===== src/rtl/gost_block_loader_pkg.sv =====
// Shared widths, byte counts and FSM encodings for the GOST 28147-89 stream loader.
package gost_defs;

    localparam int GOST_KEY_W = 256;
    localparam int GOST_BLK_W = 64;
    localparam int KEY_BYTES  = 32;
    localparam int BLK_BYTES  = 8;

    localparam logic [2:0] ST_IDLE = 3'd0;
    localparam logic [2:0] ST_KEY  = 3'd1;
    localparam logic [2:0] ST_MSG  = 3'd2;
    localparam logic [2:0] ST_WAIT = 3'd3;
    localparam logic [2:0] ST_HOLD = 3'd4;

    // States in which the stream may deliver bytes.
    function automatic logic accepts_bytes(input logic [2:0] st);
        logic ok;
        case (st)
            ST_IDLE, ST_KEY, ST_MSG: ok = 1'b1;
            default:                 ok = 1'b0;
        endcase
        return ok;
    endfunction

endpackage


===== src/rtl/gost_byte_shifter.sv =====
// MSB-first byte shift register used as the key and message shadow.
// clr together with shift restarts the shadow with the incoming byte.
module gost_byte_shifter #(
    parameter int W = 64
) (
    input  logic         clk,
    input  logic         rst_n,
    input  logic         clr_i,
    input  logic         shift_i,
    input  logic [7:0]   byte_i,
    output logic [W-1:0] shift_val_o
);

    logic [W-1:0] data_q;
    logic [W-1:0] data_d;

    // Value the shadow takes once byte_i is appended.
    assign shift_val_o = {data_q[W-9:0], byte_i};

    // Next shadow content.
    always_comb begin
        data_d = data_q;
        if (shift_i) begin
            if (clr_i) begin
                data_d = {{(W-8){1'b0}}, byte_i};
            end else begin
                data_d = {data_q[W-9:0], byte_i};
            end
        end else if (clr_i) begin
            data_d = {W{1'b0}};
        end else begin
            data_d = data_q;
        end
    end

    // Shadow register.
    always_ff @(posedge clk or negedge rst_n) begin
        if (!rst_n) begin
            data_q <= {W{1'b0}};
        end else begin
            data_q <= data_d;
        end
    end

endmodule


===== src/rtl/gost_block_loader.sv =====
// Byte-stream front end feeding key/message to a GOST 28147-89 core.
// Optional GOST_LOADER_KEY_LOCK_EN freezes the key after the first full load.
module gost_block_loader
    import gost_defs::*;
#(
    parameter int HOLD_CYCLES = 2
) (
    input  logic                  clk,
    input  logic                  rst_n,
    input  logic [7:0]            in_data,
    input  logic                  in_is_key,
    input  logic                  in_valid,
    output logic                  in_ready,
    output logic [GOST_KEY_W-1:0] key,
    output logic                  key_valid,
    output logic [GOST_BLK_W-1:0] message,
    output logic                  out_valid,
    input  logic                  out_ready,
    output logic                  err
);

    localparam int HCW = (HOLD_CYCLES < 2) ? 1 : $clog2(HOLD_CYCLES + 1);

    logic [2:0]            state_q, state_d;
    logic [4:0]            byte_cnt_q, byte_cnt_d;
    logic [HCW-1:0]        hold_q, hold_d;
    logic [GOST_KEY_W-1:0] key_q, key_d;
    logic [GOST_BLK_W-1:0] msg_q, msg_d;
    logic                  key_valid_q, key_valid_d;
    logic                  out_valid_q, out_valid_d;
    logic                  err_q, err_d;
    logic                  in_ready_q, in_ready_d;

    logic                  key_clr_s, key_shift_s, msg_clr_s, msg_shift_s;
    logic [GOST_KEY_W-1:0] key_next_s;
    logic [GOST_BLK_W-1:0] msg_next_s;
    logic                  accept_s;
    logic                  key_locked_s;

`ifdef GOST_LOADER_KEY_LOCK_EN
    assign key_locked_s = key_valid_q;
`else
    assign key_locked_s = 1'b0;
`endif

    assign accept_s = in_valid & in_ready_q;

    gost_byte_shifter #(.W(GOST_KEY_W)) u_key_shadow (
        .clk         (clk),
        .rst_n       (rst_n),
        .clr_i       (key_clr_s),
        .shift_i     (key_shift_s),
        .byte_i      (in_data),
        .shift_val_o (key_next_s)
    );

    gost_byte_shifter #(.W(GOST_BLK_W)) u_msg_shadow (
        .clk         (clk),
        .rst_n       (rst_n),
        .clr_i       (msg_clr_s),
        .shift_i     (msg_shift_s),
        .byte_i      (in_data),
        .shift_val_o (msg_next_s)
    );

    // Collection FSM: shadows fill byte by byte, visible outputs change only on completion.
    always_comb begin
        state_d     = state_q;
        byte_cnt_d  = byte_cnt_q;
        hold_d      = hold_q;
        key_d       = key_q;
        msg_d       = msg_q;
        key_valid_d = key_valid_q;
        out_valid_d = out_valid_q;
        err_d       = 1'b0;
        key_clr_s   = 1'b0;
        key_shift_s = 1'b0;
        msg_clr_s   = 1'b0;
        msg_shift_s = 1'b0;
        case (state_q)
            ST_IDLE: begin
                if (accept_s && in_is_key) begin
                    if (key_locked_s) begin
                        err_d = 1'b1;
                    end else begin
                        key_clr_s   = 1'b1;
                        key_shift_s = 1'b1;
                        byte_cnt_d  = 5'd1;
                        state_d     = ST_KEY;
                    end
                end else if (accept_s) begin
                    msg_clr_s   = 1'b1;
                    msg_shift_s = 1'b1;
                    byte_cnt_d  = 5'd1;
                    state_d     = ST_MSG;
                end else begin
                    state_d = ST_IDLE;
                end
            end
            ST_KEY: begin
                if (accept_s && in_is_key) begin
                    key_shift_s = 1'b1;
                    if (byte_cnt_q == 5'(KEY_BYTES - 1)) begin
                        key_d       = key_next_s;
                        key_valid_d = 1'b1;
                        byte_cnt_d  = 5'd0;
                        state_d     = ST_IDLE;
                    end else begin
                        byte_cnt_d = byte_cnt_q + 5'd1;
                    end
                end else if (accept_s) begin
                    // Type switch: drop partial key, byte opens a message.
                    err_d       = 1'b1;
                    key_clr_s   = 1'b1;
                    msg_clr_s   = 1'b1;
                    msg_shift_s = 1'b1;
                    byte_cnt_d  = 5'd1;
                    state_d     = ST_MSG;
                end else begin
                    state_d = ST_KEY;
                end
            end
            ST_MSG: begin
                if (accept_s && !in_is_key) begin
                    msg_shift_s = 1'b1;
                    if (byte_cnt_q == 5'(BLK_BYTES - 1)) begin
                        byte_cnt_d = 5'd0;
                        if (key_valid_q) begin
                            msg_d   = msg_next_s;
                            hold_d  = {HCW{1'b0}};
                            state_d = ST_WAIT;
                        end else begin
                            err_d   = 1'b1;
                            state_d = ST_IDLE;
                        end
                    end else begin
                        byte_cnt_d = byte_cnt_q + 5'd1;
                    end
                end else if (accept_s) begin
                    err_d     = 1'b1;
                    msg_clr_s = 1'b1;
                    if (key_locked_s) begin
                        byte_cnt_d = 5'd0;
                        state_d    = ST_IDLE;
                    end else begin
                        key_clr_s   = 1'b1;
                        key_shift_s = 1'b1;
                        byte_cnt_d  = 5'd1;
                        state_d     = ST_KEY;
                    end
                end else begin
                    state_d = ST_MSG;
                end
            end
            ST_WAIT: begin
                // Give the core a settled message before announcing it.
                if (hold_q == HCW'(HOLD_CYCLES)) begin
                    out_valid_d = 1'b1;
                    state_d     = ST_HOLD;
                end else begin
                    hold_d = hold_q + HCW'(1);
                end
            end
            ST_HOLD: begin
                if (out_valid_q && out_ready) begin
                    out_valid_d = 1'b0;
                    state_d     = ST_IDLE;
                end else begin
                    state_d = ST_HOLD;
                end
            end
            default: begin
                state_d     = ST_IDLE;
                byte_cnt_d  = 5'd0;
                out_valid_d = 1'b0;
            end
        endcase
        in_ready_d = accepts_bytes(state_d);
    end

    // State and output registers.
    always_ff @(posedge clk or negedge rst_n) begin
        if (!rst_n) begin
            state_q     <= ST_IDLE;
            byte_cnt_q  <= 5'd0;
            hold_q      <= {HCW{1'b0}};
            key_q       <= {GOST_KEY_W{1'b0}};
            msg_q       <= {GOST_BLK_W{1'b0}};
            key_valid_q <= 1'b0;
            out_valid_q <= 1'b0;
            err_q       <= 1'b0;
            in_ready_q  <= 1'b1;
        end else begin
            state_q     <= state_d;
            byte_cnt_q  <= byte_cnt_d;
            hold_q      <= hold_d;
            key_q       <= key_d;
            msg_q       <= msg_d;
            key_valid_q <= key_valid_d;
            out_valid_q <= out_valid_d;
            err_q       <= err_d;
            in_ready_q  <= in_ready_d;
        end
    end

    assign in_ready  = in_ready_q;
    assign key       = key_q;
    assign key_valid = key_valid_q;
    assign message   = msg_q;
    assign out_valid = out_valid_q;
    assign err       = err_q;

endmodule

===== config.mk =====
export PLATFORM = sky130hd
export DESIGN_NAME = gost_block_loader
export DESIGN_NICKNAME = d
export VERILOG_FILES = /design/src/rtl/gost_block_loader_pkg.sv /design/src/rtl/gost_byte_shifter.sv /design/src/rtl/gost_block_loader.sv
export SDC_FILE = /design/constraint.sdc
export NUM_CORES = 1
export LEC_CHECK = 0
export CAP_MARGIN = 15
export CORE_MARGIN = 4
export CORE_UTILIZATION = 45
export DETAILED_ROUTE_END_ITERATION = 12
export GPL_TIMING_DRIVEN = 0
export PLACE_DENSITY = 0.7
export RECOVER_POWER = 25
export SLEW_MARGIN = 0
export SYNTH_ARGS = -nofsm -noshare
export SYNTH_HDL_FRONTEND = slang
export SYNTH_HIERARCHICAL = 1
export SYNTH_SLANG_ARGS = --single-unit

===== constraint.sdc =====
create_clock -name clk -period 1.85 [get_ports clk]
set_input_delay 0.185 -clock clk [delete_from_list [all_inputs] [get_ports clk]]
set_output_delay 0.185 -clock clk [all_outputs]
set_load 0.02 [all_outputs]

==> summary.txt <==
Placement
  – IO buf count: 336
  – Placer Congestion: 0.837
  – Area of placed instances: 30900 sq um
  – Post-DP HPWL: 42800 um

Critical path
  – Crit path from: in_ready
  – CP cell instances: and3b_1 -> buf_6 -> buf_12 -> nand4_4 -> buf_12 -> clkbuf_16 -> clkbuf_16 -> mux2_4
  – Required @ worst endpoint: 2.32 ns
  – CP Buf/Inv Count: 5
  – Arrival time worst endpoint: 2.47 ns
  – CP max stage cell: dfstp_2
  – Reg2reg end: key[92]
  – Crit-path max cell delay: 0.54 ns
  – WP depth: 8
  – WS Path Type: reg -> reg
  – Delay-heaviest family, CP: buffers and inverters
  – Worst Setup End Kind: flip-flop
  – Startpoint types: flip-flop
  – FF-to-FF path depth: 8
  – Reg2Reg Launch Point: in_ready
  – Worst setup path endpoint: key[92]
  – Reg-to-reg slack, setup: -0.16 ns
  – CP max FO: 6

Clock tree
  – CTS tree: built
  – Total clock sinks: 638
  – # H-tree levels: 3
  – Deepest clock path buffer count: 3
  – Clock Latency Late Sink: 0.59 ns
  – Worst-path clk slew: 0.06 ns
  – Total clock buffers created by CTS: 66
  – Root buf cell: clkbuf_16

Route
  – DR iter-0 viols: 798
  – Router iterations before antenna repair: 5
  – Vias: 15500
  – Final ANT Viol Nets: 0
  – Wire per inst: 21.1 um
  – Final wirelength: 64500 um
  – DRC: 0
  – Vias per inst: 5.06

Run
  – Max Cap Viol: 0

GRT
  – GRT Resource Usage Total: 20.2%
  – First-pass GRT wire length: 100000 um
  – Gr ovfl total: 0
  – Vias in the first global route: 16700
  – Largest net degree at the start of global routing: 127
  – Antenna violations before repair: 1

Floorplan
  – Row Count: 88
  – Starting Density: 45.5%
  – Total core area: 57700 sq um
  – Die span in y: 249 um
  – I/O pins: 337
  – Die area: 62200 sq um
  – Die Width: 249 um

Timing
  – RSZ-0062 raised after global routing: true
  – Fin crit period: 2.01 ns
  – Final worst-path cycle share: 109%
  – Pins over their slew limit: 0
  – Slew @ Worst Pin: 0.698 ns
  – PnR worst setup slack: -0.157 ns
  – Final Setup Violations: 544
  – Clock skew: 0.0159 ns
  – Final Hold Violating Endpoints: 90
  – Max Freq: 0.498 GHz
  – WHS: -0.405 ns
  – Normalized max-slew margin: 53.5%

Synthesis
  – Post-Syn Instances: 1757
  – Synthesized area per cell: 14.9 sq um
  – Sequential fraction of the synthesis area: 60.8%
  – Syn nets: 1773
  – #FFs+latches synth: 638
  – FFs w/ async S/R, synth: 100%
  – Mapped Area: 26200 sq um
  – Synth cell types: 42
  – EDFF count, synth: 0
  – Dominant synthesized flop cell: dfrtp_1
  – YS warnings: 6

Power
  – PD cells: 1000 nW/um^2
  – Internal power: 26000 uW
  – Static leakage: 0.0174 uW
  – Switch Pwr: 9130 uW
  – VDD IR-drop max: 0.746 mV
  – Comb pwr share: 16.5%
  – Net Sw Frac: 26.0%
  – Register share of total power: 44.0%
  – Clk pwr share: 39.4%

Cells and area
  – Number of inserted diodes: 0
  – Final instance area: 35000 sq um
  – NumNets Final: 2256
  – Area Growth Syn to Fin: 33.5%
  – Share of cells above drive strength 1: 27.8%

Status
  – Outcome: complete, but fails checks
  – Violated checks: negative hold slack, negative setup slack

Worst hold path
  – Hold crit path type: in -> async
cells by family (layout without fill, tap and decap cells):
logic type               Yosys count  count (layout)  synth area share (%)
multiplexers                     608             608                  27.9
AND/OR/NAND/NOR                  331             331                  5.14
AO/OA/AOI/OAI                     50              50                  1.40
adder cells (fa/ha/maj)            3               3                 0.143
flip-flops                       638             638                  60.8
buffers and inverters            127             659                  4.54
power groups by stage:
stage	Sequential, uW	Clock [uW]	Combinational (uW)
floorplan	15400	0	3220
global placement	15700	0	4120
detailed placement	15700	0	4340
CTS	15500	14200	5650
global route	15600	14800	6240
finish	15500	13800	5810
cells in the final DEF, fill, tap and decap left out, types with 8 or more instances in the layout:
master and n:
buf_6 24, buf_4 47, dfrtp_1 636, mux2_2 65, nand2_1 9, mux2i_1 278
clkbuf_16 83, clkbuf_8 17, nor2_1 294, clkdlybuf4s50_1 333, mux2_1 15, buf_12 70
clkbuf_1 17, a22o_1 16, clkinv_2 8, mux2_4 240, buf_16 22, buf_8 8
metrics by stage:
stage	instances	util, %	setup WS (ns)	TNS [ns]	total power, uW
after detailed placement	2863	53.5	-0.911	-378.49	20000
after floorplan	1757	-	-0.0230	-3.50	18600
final	3054	60.7	-0.157	-42.61	35100
after CTS	3035	60.0	-0.180	-65.12	35300
after global placement	2858	53.2	-26.68	-	19800
after global routing	3054	60.7	-0.214	-104.39	36600
repair_timing:
action | 4_1_cts | 5_1_grt
setup endpoints to repair | 651 | 802
hold endpoints to repair | 90 | 90
resized for setup | 130 | 76
cloned | 23 | 14
buffers inserted | 32 | 17
pin swaps | 2 | 22
cells in the mapped netlist, types with 9 or more instances:
cell type | count | area share (%)
a22o_1 | 16 | 0.53
nand2_1 | 9 | 0.13
buf_4 | 20 | 0.57
mux2i_1 | 288 | 11
nor2_1 | 298 | 4.3
clkbuf_1 | 17 | 0.24
dfrtp_1 | 637 | 61
mux2_1 | 29 | 1.2
mux2_2 | 66 | 2.8
buf_2 | 23 | 0.44
buf_8 | 23 | 1.3
buf_6 | 34 | 1.5
mux2_4 | 225 | 13
how the worst min path moves through the flow:
stage,from,to,slack (ns),cells after the start
after detailed placement,rst_n,key[112],0.25,1
after floorplan,rst_n,byte_cnt_q[0],-0.11,0
after global placement,hold_q[0],hold_q[0],0.47,1
after global routing,rst_n,key[112],-0.36,1
final,rst_n,key[112],-0.41,1
after CTS,rst_n,key[112],-0.39,1
registers in the layout, summed over array words and instances (netlist names):
register and count:
byte_cnt_q 5, in_ready 1, hold_q 2, key_valid 1, err 1, message 64, state_q 3, key 256
u_msg_shadow/data_q 56, u_key_shadow/data_q 248, out_valid 1
metal layers:
metal	wire length (um)	up-vias	track usage, %
li1	-	7025	-
met1	27800	7970	26.5
met2	31500	361	33.5
met3	3290	110	4.90
met4	1860	2	6.33
met5	13	-	0
area by class of cell:
type	instances	area, sq um
fill	4403	22700
sequential	638	16000
multi-input combinational	992	9280
timing repair buffer	417	4870
clock buffer	98	2010
buffer	121	1680
tap	765	957
clock inverter	19	263
inverter	4	15.0
No activity file was read; power rests on OpenSTA's default activity.
